--- src/rtl/key_event_pkg.sv ---
// Shared definitions for the key event debouncer.
//   key_state_t : per-channel debounce FSM state (2-bit encoding)
//   POL_LOW     : POLARITY value for active-low keys
//   POL_HIGH    : POLARITY value for active-high keys
package key_event_pkg;

  typedef enum logic [1:0] {
    ST_RELEASED     = 2'd0,
    ST_PRESS_PEND   = 2'd1,
    ST_PRESSED      = 2'd2,
    ST_RELEASE_PEND = 2'd3
  } key_state_t;

  localparam string POL_LOW  = "LOW";
  localparam string POL_HIGH = "HIGH";

endpackage

--- src/rtl/key_event_channel.sv ---
// Single-channel debounce FSM with press/release/long-press event pulses.
// Optional feature: define KEY_AUTOREPEAT_EN to re-pulse press every
// REPEAT_CYCLES while the key stays held after a long press.
// Ports:
//   clk           : rising-edge clock
//   reset_n       : synchronous active-low reset
//   key           : synchronized, active-high key input
//   level         : debounced key state (1 = asserted)
//   press         : one-cycle pulse on debounced assertion (and auto-repeat)
//   release_pulse : one-cycle pulse on debounced deassertion
//   long_press    : one-cycle pulse after LONG_CYCLES of continuous hold
module key_event_channel
  import key_event_pkg::*;
#(
  parameter int TIMEOUT       = 50000,
  parameter int TIMEOUT_WIDTH = 16,
  parameter int LONG_CYCLES   = 50000000,
  parameter int LONG_WIDTH    = 26,
  parameter int REPEAT_CYCLES = 10000000
) (
  input  logic clk,
  input  logic reset_n,
  input  logic key,
  output logic level,
  output logic press,
  output logic release_pulse,
  output logic long_press
);

  // The debounce counter already holds 1 on the first cycle of a pending
  // state, so the transition fires when it shows TIMEOUT-1 with the input
  // still stable: that edge is the TIMEOUT-th consecutive stable sample.
  localparam logic [TIMEOUT_WIDTH-1:0] DEB_LAST  = TIMEOUT_WIDTH'(TIMEOUT - 1);
  localparam logic [LONG_WIDTH-1:0]    HOLD_MAX  = LONG_WIDTH'(LONG_CYCLES);
  localparam logic [LONG_WIDTH-1:0]    HOLD_LAST = LONG_WIDTH'(LONG_CYCLES - 1);

  key_state_t               state;
  logic [TIMEOUT_WIDTH-1:0] deb_cnt;
  logic [LONG_WIDTH-1:0]    hold_cnt;
  logic                     hold_sat;
  logic                     hold_hit;

  assign hold_sat = (hold_cnt == HOLD_MAX);
  assign hold_hit = (hold_cnt == HOLD_LAST);

`ifdef KEY_AUTOREPEAT_EN
  localparam int            REP_W    = (REPEAT_CYCLES > 1) ? $clog2(REPEAT_CYCLES + 1) : 1;
  localparam logic [REP_W-1:0] REP_LAST = REP_W'(REPEAT_CYCLES - 1);
  logic [REP_W-1:0] rep_cnt;
`endif

  // FSM and counters: all outputs registered, pulses default low each cycle
  always_ff @(posedge clk) begin
    if (!reset_n) begin
      state         <= ST_RELEASED;
      deb_cnt       <= '0;
      hold_cnt      <= '0;
      level         <= 1'b0;
      press         <= 1'b0;
      release_pulse <= 1'b0;
      long_press    <= 1'b0;
`ifdef KEY_AUTOREPEAT_EN
      rep_cnt       <= '0;
`endif
    end else begin
      press         <= 1'b0;
      release_pulse <= 1'b0;
      long_press    <= 1'b0;
      case (state)
        ST_RELEASED: begin
          if (key) begin
            state   <= ST_PRESS_PEND;
            deb_cnt <= TIMEOUT_WIDTH'(1);
          end
        end
        ST_PRESS_PEND: begin
          if (!key) begin
            state   <= ST_RELEASED;
            deb_cnt <= '0;
          end else if (deb_cnt >= DEB_LAST) begin
            state    <= ST_PRESSED;
            deb_cnt  <= '0;
            hold_cnt <= '0;
            level    <= 1'b1;
            press    <= 1'b1;
          end else begin
            deb_cnt <= deb_cnt + 1'b1;
          end
        end
        ST_PRESSED: begin
          if (!hold_sat) hold_cnt <= hold_cnt + 1'b1;
          long_press <= hold_hit;
          if (!key) begin
            state   <= ST_RELEASE_PEND;
            deb_cnt <= TIMEOUT_WIDTH'(1);
`ifdef KEY_AUTOREPEAT_EN
            rep_cnt <= '0;
`endif
          end
`ifdef KEY_AUTOREPEAT_EN
          // Repeat period starts on the first cycle after the hold counter
          // saturates, i.e. right after long_press.
          else if (hold_sat) begin
            if (rep_cnt == REP_LAST) begin
              press   <= 1'b1;
              rep_cnt <= '0;
            end else begin
              rep_cnt <= rep_cnt + 1'b1;
            end
          end else begin
            rep_cnt <= '0;
          end
`endif
        end
        ST_RELEASE_PEND: begin
          if (key) begin
            state   <= ST_PRESSED;
            deb_cnt <= '0;
            if (!hold_sat) hold_cnt <= hold_cnt + 1'b1;
            long_press <= hold_hit;
          end else if (deb_cnt >= DEB_LAST) begin
            state         <= ST_RELEASED;
            deb_cnt       <= '0;
            hold_cnt      <= '0;
            level         <= 1'b0;
            release_pulse <= 1'b1;
          end else begin
            deb_cnt <= deb_cnt + 1'b1;
            if (!hold_sat) hold_cnt <= hold_cnt + 1'b1;
            long_press <= hold_hit;
          end
        end
        default: begin
          state   <= ST_RELEASED;
          deb_cnt <= '0;
        end
      endcase
    end
  end

endmodule

--- src/rtl/key_event_debounce.sv ---
// Multi-channel key debouncer: per-channel 2-flop synchronizer and polarity
// normalization, feeding one key_event_channel FSM per input bit.
// Optional feature: define KEY_AUTOREPEAT_EN for auto-repeat press pulses.
// Ports:
//   clk           : rising-edge clock
//   reset_n       : synchronous active-low reset
//   data_in       : raw asynchronous key inputs, active level set by POLARITY
//   level         : debounced key states (1 = asserted)
//   press         : one-cycle pulse per channel on assertion
//   release_pulse : one-cycle pulse per channel on deassertion
//   long_press    : one-cycle pulse per channel after LONG_CYCLES held
module key_event_debounce
  import key_event_pkg::*;
#(
  parameter int    WIDTH         = 2,
  parameter string POLARITY      = "LOW",
  parameter int    TIMEOUT       = 50000,
  parameter int    TIMEOUT_WIDTH = 16,
  parameter int    LONG_CYCLES   = 50000000,
  parameter int    LONG_WIDTH    = 26,
  parameter int    REPEAT_CYCLES = 10000000
) (
  input  logic             clk,
  input  logic             reset_n,
  input  logic [WIDTH-1:0] data_in,
  output logic [WIDTH-1:0] level,
  output logic [WIDTH-1:0] press,
  output logic [WIDTH-1:0] release_pulse,
  output logic [WIDTH-1:0] long_press
);

  localparam bit               ACTIVE_LOW = (POLARITY == POL_LOW);
  localparam logic [WIDTH-1:0] IDLE_RAW   = ACTIVE_LOW ? {WIDTH{1'b1}} : {WIDTH{1'b0}};

  if (TIMEOUT < 1 || longint'(TIMEOUT) > ((longint'(1) << TIMEOUT_WIDTH) - 1) ||
      LONG_CYCLES < 1 || longint'(LONG_CYCLES) > ((longint'(1) << LONG_WIDTH) - 1) ||
      REPEAT_CYCLES < 1) begin : g_bad_cfg
    $error("key_event_debounce: counter parameters out of range");
  end

  logic [WIDTH-1:0] sync_p0;
  logic [WIDTH-1:0] sync_p1;
  logic [WIDTH-1:0] key;

  // Synchronizer stages: reset loads the idle level so a key held through
  // reset is debounced from scratch once reset is released.
  always_ff @(posedge clk) begin
    if (!reset_n) begin
      sync_p0 <= IDLE_RAW;
      sync_p1 <= IDLE_RAW;
    end else begin
      sync_p0 <= data_in;
      sync_p1 <= sync_p0;
    end
  end

  assign key = ACTIVE_LOW ? ~sync_p1 : sync_p1;

  for (genvar i = 0; i < WIDTH; i++) begin : g_chan
    key_event_channel #(
      .TIMEOUT       (TIMEOUT),
      .TIMEOUT_WIDTH (TIMEOUT_WIDTH),
      .LONG_CYCLES   (LONG_CYCLES),
      .LONG_WIDTH    (LONG_WIDTH),
      .REPEAT_CYCLES (REPEAT_CYCLES)
    ) u_chan (
      .clk           (clk),
      .reset_n       (reset_n),
      .key           (key[i]),
      .level         (level[i]),
      .press         (press[i]),
      .release_pulse (release_pulse[i]),
      .long_press    (long_press[i])
    );
  end

endmodule

--- config.mk ---
export PLATFORM = sky130hd
export DESIGN_NAME = key_event_debounce
export DESIGN_NICKNAME = d
export VERILOG_FILES = /design/src/rtl/key_event_pkg.sv /design/src/rtl/key_event_channel.sv /design/src/rtl/key_event_debounce.sv
export SDC_FILE = /design/constraint.sdc
export NUM_CORES = 1
export LEC_CHECK = 0
export CAP_MARGIN = 30
export CORE_MARGIN = 2
export CORE_UTILIZATION = 40
export DETAILED_ROUTE_END_ITERATION = 8
export GPL_TIMING_DRIVEN = 0
export PLACE_DENSITY = 0.63
export SLEW_MARGIN = 10
export SYNTH_ARGS = -nofsm -noshare
export SYNTH_HDL_FRONTEND = slang
export SYNTH_SLANG_ARGS = --single-unit
--- constraint.sdc ---
create_clock -name clk -period 2.9 [get_ports clk]
set_input_delay 0.87 -clock clk [delete_from_list [all_inputs] [get_ports clk]]
set_output_delay 0.87 -clock clk [all_outputs]
set_load 0.1 [all_outputs]
======== Yosys cells after proc, flatten, opt, wreduce, memory -nomap -nowiden ========
Cells that the tools add are included.
word-level totals
  flip-flop bits (word level) ............. 100
  input port bits ......................... 4
  logic and storage cells ................. 126
operators by class
  add/sub/neg operators ................... 4
  magnitude comparators ................... 2
  eq/ne operators ......................... 26
  muxes and demuxes ....................... 56
  bitwise gates (word level) .............. 4
  reductions and logical operators ........ 18
operators by type and width
  cell                                                                     number
  26-bit two-way mux                                                       10
  16-bit two-way mux                                                       10
  26-bit one-hot mux with 3 select lines                                   2
  16-bit one-hot mux with 4 select lines                                   2
  26-bit == test, second input constant                                    4
  26-bit by 1-bit adder with 26-bit output, second input constant          2
  16-bit by 1-bit adder with 16-bit output, second input constant          2
  16-bit greater-or-equal comparator, second input constant                2
  2-bit two-way mux                                                        12
  2-bit inequality test, second input constant                             8
  2-bit one-hot mux with 4 select lines                                    2
  1-bit two-way mux                                                        14
  3-bit by 2-bit inequality test with 1-bit output, second input constant  4
  3-bit AND reduction                                                      4
  5-bit AND reduction                                                      2
  2-bit == test, second input constant                                     4
  2-bit by 1-bit inequality test with 1-bit output, second input constant  4
  1-bit one-hot mux with 2 select lines                                    4
  4-bit AND reduction                                                      2
  3-bit nonzero test                                                       2
  3-bit OR reduction                                                       2
  2-bit by 1-bit == test with 1-bit output, second input constant          2
  2-bit logical NOT                                                        2
  2-bit AND reduction                                                      2
  other kinds (3)                                                          6

======== Depth between registers and ports, before layout ========
  depth in word-level cells ............... 5
  gate-level depth with buffers ........... 8
  gate-level depth less buffers ........... 7

======== By module ========
From an unflattened synthesis, not the netlist that was laid out.
second synthesis, totals
  cell total of the unflattened synthesis .. 628
  area, all modules ....................... 5,187.5 µm²
modules (own cells, without submodules)
  module                                 instances  cells each  area an instance (µm²)  sequential area each (µm²)
  key_event_channel at g_chan[1].u_chan  1          309         2,561.2                 960.9
  key_event_channel at g_chan[0].u_chan  1          309         2,513.7                 960.9
  key_event_debounce                     1          10          112.6                   80.1

======== Worst setup path after synthesis ========
No wires, ideal clock.
  kind .................................... register -> register
  start ................................... register g_chan[1].u_chan.hold_cnt[0]
  end ..................................... register g_chan[1].u_chan.hold_cnt[20]
  data arrival time ....................... 2.115 ns
  path slack .............................. 0.715 ns
  cell stages (with the launch flop) ...... 7
  path buffers ............................ 0
  cells stage by stage .................... dfxtp_1 > ha_1 > nand4_2 > or4_4 > or3_1 > or4_1 > a21oi_1
on the way
  longest elaborated chain between the ends .. 5
ends and longest elaborated chain
  what                                                                               line                                                                         text
  from (decl)                                                                        key_event_channel.sv:39                                                      logic [LONG_WIDTH-1:0] hold_cnt;
  from (signal assigned)                                                             key_event_channel.sv:91                                                      if (!hold_sat) hold_cnt <= hold_cnt + 1'b1;
  from (signal assigned)                                                             key_event_channel.sv:119                                                     if (!hold_sat) hold_cnt <= hold_cnt + 1'b1;
  from (signal assigned)                                                             key_event_channel.sv:129                                                     if (!hold_sat) hold_cnt <= hold_cnt + 1'b1;
  26-bit by 1-bit adder with 26-bit output / 26-bit == test (equally long branches)  n/a
  26-bit two-way mux (*)                                                             key_event_channel.sv:91, key_event_channel.sv:119, key_event_channel.sv:129
  26-bit two-way mux                                                                 key_event_channel.sv:121                                                     end else if (deb_cnt >= DEB_LAST) begin
  26-bit two-way mux                                                                 key_event_channel.sv:116                                                     if (key) begin
  26-bit one-hot mux with 3 select lines (*)                                         key_event_channel.sv:69                                                      case (state)
Every way passes the cells marked *; elsewhere a longest branch is shown, timed or not.
A chain may end at the register's enable or synchronous reset.

======== Worst setup path in the final report ========
  start ................................... register g_chan[0].u_chan.level
  end ..................................... output port level[0]
RTL lines
  what                    line                      text
  from (decl)             key_event_channel.sv:24   output logic level,
  from (signal assigned)  key_event_channel.sv:58   level <= 1'b0;
  from (signal assigned)  key_event_channel.sv:84   level <= 1'b1;
  from (signal assigned)  key_event_channel.sv:125  level <= 1'b0;
  to (decl)               key_event_debounce.sv:26  output logic [WIDTH-1:0] level,
No word-level cell between the ends.

==> results.md <==
* Yosys reg bits at 100
* Final global-route overflow total at 0
* Asr flop ratio synth at 0
* Diode count at 0
* RSZ-0062 raised after global routing: false
* Residual DRC count at 0
* Number of DRC markers in iteration 0 at 299
* CP peak stage delay at 1120 ps
* Tightest Pin Transition at 970 ps
* Vias in the first global route at approximately 4600
* Fin crit period at 2830 ps
* Post-DRT Antenna Nets at 0
* Avg Cell Area, Syn at about 8.1 sq um
* Tot GR Track Use at 0.185
* Die Area at ~14000 sq um
* Seq pwr share at 0.528
* Die Y at 118 um
* Sequential-to-total area share from yosys stat at 0.385
* Max-capacitance violation count at 0
* Final-stage net count at roughly 680
* Worst EP arrival at just under 2000 ps
* Vias per cell at ~5.9
* Die Wd at between 100 and 150 um
* Hold Fails Final Rpt at 0
* Via count at 4992
* CP Launch Type: flip-flop
* Drt wl/cell at 15.0 um
* Worst Path Buf+Inv at 2
* Crit-path slowest cell: clkdlybuf4s50_1
* Clock-pin slew on the worst setup and hold paths at 70 ps
* Share of layout cells above drive strength 1 at 0.0802
* Crit path kind: reg -> out
* Cell Area, Synth at just over 5000 sq um
* Crit share post-route at 0.975
* Clock Sinks at 100
* Syn-to-layout area delta at 12.0%
* Post-route cell area at just under 6000 sq um
* CTS Buffer Depth at 2
* Post-synth EDFFs at 0
* Clock Latency Late Sink at 360 ps
* Clk pwr share at 0.440
* Syn_nets at ~650
* Largest net degree at the start of global routing at 17
* GP Congestion at around 0.86
* Worst Hold Class: reg -> reg
* Most common cell after layout, fill and taps aside: dfxtp_1
* Crit-path max FO at 3
* Total wire length at 12600 um
* FF-to-FF setup slack at 280 ps
* Comb power frac at 0.031
* Slew margin rel. at 0.352
* Port bufs at 11
* Final Util at 0.460
* First-pass GRT wire length at 21600 um
* Synth unique cells at between 60 and 70
* Hold_ws at roughly 400 ps
* Core box area at approximately 13000 sq um
* Top Ports at 12
* Switching Fraction at 0.232
* # rows at 41
* Cell family with most CP delay: buffers and inverters
* Synth warn at 0
* Power Dens Cells at between 400 and 500 nW/um^2
* Worst-path cell chain: buf_4 -> clkdlybuf4s50_1
* Fillers at approximately 1300
* Initial Util at 0.410
* Pins Over Slew Limit at 0
* Status: finished clean
* H-tree depth at 3
* Achievable Freq at roughly 350 MHz
* Placed Area at between 5000 and 6000 sq um
* Setup ws final at between 70 and 80 ps
* Non-Filler Instances at about 850
* Synth Flop Type: dfxtp_1
* Crit path required time at 2030 ps
* Setup Skew at roughly 8.3 ps
* Placed Cells at 827
* Cell count after synthesis at about 640
* P_sw at a little over 0.0006 W
* Clk root buf: clkbuf_16
* Initial antenna violation count at 0
* Cts hold-fix bufs at 0
* CTS Buf Count at 9
* Worst Setup End Kind: output port
* CTS tree: built
* Drt first pass iters at 5
* Max rail drop VDD at roughly 0.35 mV
* DP Worst Slack at -287 ps
* Internal at between 0.002 and 0.0025 W
* # setup viols final at 0
* Placed wire-length estimate at 8910 um
* Commonest cells after routing, fill and taps aside: dfxtp_1, nand2_1, nor2_1
* Lkg Pwr at 1.90 nW
-- cells by family after synthesis --
kind of cell | count (synthesis) | synth area share
compound gates | 169 | 0.218
mux | 3 | 0.00578
simple gates | 301 | 0.312
fa+ha+maj | 6 | 0.0144
buf+inv | 53 | 0.0464
xor+xnor | 11 | 0.0185
flops | 100 | 0.385
-- worst paths after layout --
check,to,startpoint,cells past startpoint
setup reg to reg,g_chan[1].u_chan.hold_cnt[18],g_chan[1].u_chan.deb_cnt[0],7
hold reg to reg,sync_p1[0],sync_p0[0],1
hold / removal,sync_p1[0],sync_p0[0],1
setup / recovery,level[0],g_chan[0].u_chan.level,2
-- state kept, by name, indices dropped and copies added, names as in the netlist, named ones only --
name,cells
g_chan.u_chan.deb_cnt,32
g_chan.u_chan.hold_cnt,52
g_chan.u_chan.level,2
g_chan.u_chan.long_press,2
g_chan.u_chan.press,2
g_chan.u_chan.release_pulse,2
g_chan.u_chan.state,2
sync_p0,2
sync_p1,2
-- what timing repair did --
action / 4_1_cts / 5_1_grt
endpoints found under the setup margin: 0 / 2
setup buffers: 0 / 0
gates resized for setup: 0 / 1
-- through the flow --
step / TNS, ps / power, W
final: 0 / 0.00262
after global routing: 0 / 0.00272
after CTS: 0 / 0.00265
after global placement: -2500 / 0.00150
after detailed placement: -1610 / 0.00150
after floorplan: 0 / 0.00147
-- layout make-up --
class	instances	area (sq um)	area share
Timing Repair Buffer	14	125	0.0215
Clock inverter	5	35.0	0.00602
Multi-Input combinational cell	490	2960	0.509
Inverter	17	63.8	0.0110
Sequential cell	100	2000	0.344
Buffer	36	178	0.0305
Clock buffer	11	243	0.0417
Tap cell	172	215	0.0370
-- metal layers --
| layer | global-route usage | up-vias | wire [um] | share of wire |
|---|---|---|---|---|
| met5 | 0 | - | 0 | 0 |
| met4 | 0.0685 | 0 | 218 | 0.017 |
| met3 | 0.0547 | 23 | 538 | 0.043 |
| met2 | 0.296 | 114 | 5940 | 0.47 |
| met1 | 0.235 | 2376 | 5950 | 0.47 |
| li1 | - | 2479 | - | - |
-- cell usage after synthesis, drive strengths merged, types with 6 or more instances --
master / count / area [sq um]
a211oi: 6 / 50.1
a21oi: 44 / 220
a22o: 7 / 61.3
a311oi: 6 / 52.6
a31oi: 12 / 75.1
and3: 16 / 101
buf: 19 / 114
clkbuf: 17 / 63.8
dfxtp: 100 / 2000
ha: 6 / 75.1
inv: 17 / 63.8
nand2: 66 / 248
nand2b: 8 / 50.1
nand3: 46 / 235
nand4: 22 / 144
nor2: 46 / 173
nor3: 29 / 145
nor4: 13 / 115
o211ai: 9 / 72.6
o21ai: 36 / 180
o31ai: 13 / 97.6
or3: 20 / 125
or4: 15 / 118
xor2: 6 / 52.6
-- power by group through the flow --
stage	Clock (W)	Sequential (W)	Combinational (W)
floorplan	0	0.00141	0.0000559
global placement	0	0.00142	0.0000805
detailed placement	0	0.00142	0.0000821
CTS	0.00119	0.00138	0.0000826
global route	0.00125	0.00138	0.0000900
finish	0.00115	0.00138	0.0000820
(Power assumes the default switching activity.)
